--- src/rtl/maxpool_stage4.sv ---
// Per-channel max pooling of 16 x int8 sample vectors over POOL-sample windows,
// emitting NUM_OUT pooled vectors per started frame.
module maxpool_stage4 #(
  parameter int unsigned POOL    = 2,
  parameter int unsigned NUM_OUT = 4,
  parameter int unsigned RELU    = 1
) (
  input  logic         clk,
  input  logic         rst,
  input  logic         start,
  input  logic         in_valid,
  input  logic [127:0] in_data,
  output logic [127:0] out4,
  output logic         maxflag,
  output logic         done4,
  output logic         busy
);

  localparam int unsigned NCH = 16;
  localparam int unsigned DW  = 8;
  localparam int unsigned WCW = (POOL > 1) ? $clog2(POOL) : 1;
  localparam int unsigned OCW = (NUM_OUT > 1) ? $clog2(NUM_OUT) : 1;
  localparam logic [WCW-1:0] WLAST = WCW'(POOL - 1);
  localparam logic [OCW-1:0] OLAST = OCW'(NUM_OUT - 1);
  localparam bit RELU_EN = (RELU != 0);

  typedef enum logic [1:0] {
    IDLE = 2'd0,
    RUN  = 2'd1,
    DONE = 2'd2
  } state_t;

  state_t                     state_q, state_d;
  logic [WCW-1:0]             wcnt_q, wcnt_d;
  logic [OCW-1:0]             ocnt_q, ocnt_d;
  logic [NCH-1:0][DW-1:0]     max_q, max_d;
  logic [NCH-1:0][DW-1:0]     out4_q, out4_d;
  logic                       maxflag_q, maxflag_d;
  logic                       done4_q, done4_d;
  logic                       busy_q, busy_d;

  logic [NCH-1:0][DW-1:0]     in_vec;
  logic [NCH-1:0][DW-1:0]     samp;
  logic [NCH-1:0][DW-1:0]     cand;

  assign in_vec = in_data;

  // Clamp each sample, then fold it into the window max (first sample of a window loads).
  for (genvar k = 0; k < NCH; k++) begin : g_ch
    assign samp[k] = (RELU_EN && in_vec[k][DW-1]) ? '0 : in_vec[k];
    assign cand[k] = ((wcnt_q == '0) || ($signed(samp[k]) > $signed(max_q[k])))
                     ? samp[k] : max_q[k];
  end

  always_comb begin
    state_d   = state_q;
    wcnt_d    = wcnt_q;
    ocnt_d    = ocnt_q;
    max_d     = max_q;
    out4_d    = out4_q;
    maxflag_d = 1'b0;
    done4_d   = 1'b0;

    unique case (state_q)
      IDLE: begin
        if (start) begin
          state_d = RUN;
          wcnt_d  = '0;
          ocnt_d  = '0;
          max_d   = '0;
        end
      end
      RUN: begin
        // A start here aborts the frame and drops this cycle's sample.
        if (start) begin
          wcnt_d = '0;
          ocnt_d = '0;
          max_d  = '0;
        end else if (in_valid) begin
          max_d = cand;
          if (wcnt_q == WLAST) begin
            wcnt_d    = '0;
            out4_d    = cand;
            maxflag_d = 1'b1;
            if (ocnt_q == OLAST) begin
              ocnt_d  = '0;
              state_d = DONE;
            end else begin
              ocnt_d = ocnt_q + OCW'(1);
            end
          end else begin
            wcnt_d = wcnt_q + WCW'(1);
          end
        end
      end
      DONE: begin
        state_d = IDLE;
        done4_d = 1'b1;
      end
      default: state_d = IDLE;
    endcase

    busy_d = (state_d == RUN);
  end

  always_ff @(posedge clk or negedge rst) begin
    if (!rst) begin
      state_q   <= IDLE;
      wcnt_q    <= '0;
      ocnt_q    <= '0;
      max_q     <= '0;
      out4_q    <= '0;
      maxflag_q <= 1'b0;
      done4_q   <= 1'b0;
      busy_q    <= 1'b0;
    end else begin
      state_q   <= state_d;
      wcnt_q    <= wcnt_d;
      ocnt_q    <= ocnt_d;
      max_q     <= max_d;
      out4_q    <= out4_d;
      maxflag_q <= maxflag_d;
      done4_q   <= done4_d;
      busy_q    <= busy_d;
    end
  end

  assign out4    = out4_q;
  assign maxflag = maxflag_q;
  assign done4   = done4_q;
  assign busy    = busy_q;

endmodule

--- config.mk ---
export PLATFORM = sky130hd
export DESIGN_NAME = maxpool_stage4
export DESIGN_NICKNAME = d
export VERILOG_FILES = /design/src/rtl/maxpool_stage4.sv
export SDC_FILE = /design/constraint.sdc
export NUM_CORES = 1
export LEC_CHECK = 0
export BUFFER_PORTS_ARGS = -buffer_cell sky130_fd_sc_hd__buf_2
export CAP_MARGIN = 20
export CORE_UTILIZATION = 27
export DETAILED_ROUTE_END_ITERATION = 7
export PLACE_DENSITY_LB_ADDON = 0.3
export REMOVE_ABC_BUFFERS = 1
export SLEW_MARGIN = 5
export SYNTH_ARGS = -nofsm -noshare
export SYNTH_HDL_FRONTEND = slang
export SYNTH_SLANG_ARGS = --single-unit
--- constraint.sdc ---
create_clock -name clk -period 2.8 [get_ports clk]
set_input_delay 0.28 -clock clk [delete_from_list [all_inputs] [get_ports clk]]
set_output_delay 0.28 -clock clk [all_outputs]
set_load 0.005 [all_outputs]
==> results.toml <==
[run_status]
status = "complete, no violations"

[worst_setup_path]
path_max_fanout = 38
worstPathRequired_ns = 3.22
worstReg2RegStart = "state_q[1]$_DFF_PN0_"
crit_type = "reg -> reg"
start_kind = "flop"
crit_arrival_ns = 2.92
end_kind = "flop"
crit_path_start = "state_q[1]$_DFF_PN0_"

[layout]
area_growth_pct = 24.3
drive_gt1_frac = 0.229
final_cell_mix = "dfrtp_1 (264), buf_2 (261), nor2b_1 (116), ha_1 (113), inv_1 (102)"
antenna-diode-count = 0
fin_nets = 1883
layout_commonest_cell = "dfrtp_1"
fill_cells = 5238
fin_area_sq_um = 17700

[clock_tree]
cts.htree.levels = 2
cts_buffer_depth = 3
hold_buffers = 2
cts_setup_buffers = 0
worstSkewPairLatency_ns = 0.54
cts_tree = "built"
cts_root_buffer = "clkbuf_16"
clock-sinks = 264
cts_buffers = 35
cts_resized = 0
clk_pin_slew_ns = 0.05

[logic_synthesis]
yosysWarnings = 0
synth_area_sq_um = 14300
syn_area_per_cell_sq_um = 10.6
postSynthCellCount = 1351
synth_edf_count = 0
synthArstFlopShare = 1.00
ys_types = 50
ys.flop_type = "dfrtp_1"
synth-seq-cells = 264
ys_seq_area_frac = 0.463

[grt]
grt_max_degree = 78
overflow = 0
grt_util_met2 = 0.243
antenna_found_initial = 3
busiest_layer = "met2"
gr-usage-all-layers = 0.154
global_route.usage.met1 = 0.208
grt_pass1_wl_microns = 65500
use_met3 = 0.0357
grt_pass1_vias = 11800

[sta]
rsz0062_at_grt = "no"
fin_worst_skew_ns = 0.0144
period_share = 0.896
timing.fmax_mhz = 399
hold_viol_final = 0
setup_viol = 0
tightest_slew_ns = 0.653
period_needed_ns = 2.51
slew_viol_final = 0
relSlewSlack = 0.564
whs_ns = 0.0616

[place]
place_area_sq_um = 16500
hpwl_microns = 29400
gp_congestion = 0.818
io_buffers = 262

[route]
drc_errors = 0
wl_microns = 41200
ant_nets = 0
via_count = 11600
wl_per_cell_microns = 17.6
drtPass1Iterations = 5
vias_per_cell = 4.94
drtIter0Drc = 651

[power_and_ir_drop]
power_leakage_nw = 8.76
powerDensity_nw_per_um2 = 640
vdd_drop_max_mv = 0.362

[worst_hold_path]
min-delay-path-class = "in -> reg"
hold_start = "in_data[48]"

[floorplanning]
fp.coreArea_sq_um = 51700
dieArea_sq_um = 53700
row_count = 83
fp.dieW_microns = 232
fp.dieH_microns = 232
top_level_ports = 263
start_util = 0.276

[job]
max_cap_viol_count = 0
-- worst paths after layout --
check	to	slack [ns]	cells past startpoint
worst min register to register	out4[122]$_DFFE_PN0P_	0.47	2
worst max-delay path	out4[30]$_DFFE_PN0P_	0.29	6
worst min-delay path	max_q[48]$_DFFE_PN0P_	0.06	3
max in group asynchronous	out4[33]$_DFFE_PN0P_	1.70	3
worst max register to register	out4[30]$_DFFE_PN0P_	0.29	6
min in group asynchronous	max_q[20]$_DFFE_PN0P_	0.35	2
-- final cells by class --
class	instances	area, sq um	area share
multi-input cells	934	7030	0.396
flip-flops and latches	264	6610	0.373
repair buffers	300	1660	0.0937
clock buffers	50	1040	0.0589
well taps	680	851	0.0480
inverters	103	388	0.0219
clock inverters	10	150	0.00847
-- critical path, cell delays in order, from the launching register on --
cell and delay, ns:
dfrtp_1 0.48, and4bb_2 0.32, nand2_8 0.26, clkinv_2 0.45, and2_1 0.39, and3_1 0.22, a221o_1 0.25
-- per-layer routing --
metal / share of wire / vias to the layer above
li1: - / 5573
met1: 0.46 / 5661
met4: 0.023 / 4
met2: 0.46 / 256
met3: 0.052 / 65
met5: 0.00061 / -
-- cell families (layout without fill, tap and decap cells) --
logic type / after synthesis / after routing / share of synthesized area
muxes: 14 / 14 / 0.00983
DFF: 264 / 264 / 0.463
buffers and inverters: 153 / 463 / 0.0443
and+or+nand+nor: 462 / 462 / 0.183
adders and majority gates: 113 / 113 / 0.0992
AOI/OAI and AO/OA: 345 / 345 / 0.200
-- metrics by stage --
step	power (mW)	instances	utilization	setup WS (ns)	setup TNS, ns
after global placement	6.79	2279	0.319	0.169	0
after detailed placement	6.83	2279	0.319	0.201	0
after global routing	12.0	2341	0.343	0.134	0
final	11.3	2341	0.343	0.292	0
after CTS	11.6	2341	0.343	0.221	0
after floorplan	5.74	1301	-	-0.788	-37.82
-- power by group --
part / leakage, nW / total [mW] / internal (mW) / switching [mW]
clock: 0.573 / 4.61 / 2.87 / 1.74
combinational: 4.63 / 2.22 / 0.999 / 1.22
sequential: 3.56 / 4.51 / 4.25 / 0.269
-- cells in the mapped netlist (all sizes together), types with 15 or more instances --
master,n,share of area
ha,113,0.099
o21ai,41,0.019
clkbuf,19,0.0050
a21oi,32,0.011
nor3,44,0.015
nor2,30,0.0084
and4b,15,0.011
buf,31,0.012
nor2b,116,0.051
a21o,24,0.013
a221o,63,0.044
and3,25,0.011
and2,45,0.020
dfrtp,264,0.46
a211o,18,0.011
a22o,101,0.062
nand3,88,0.031
inv,103,0.027
nand2,57,0.016
o21a,15,0.0079
-- registers in the layout, indices dropped and copies added, names as in the netlist --
signal and cells:
busy 1, done4 1, wcnt_q 1, maxflag 1
max_q 128, ocnt_q 2, out4 128, state_q 2
Power figures use the tool's default switching activity.
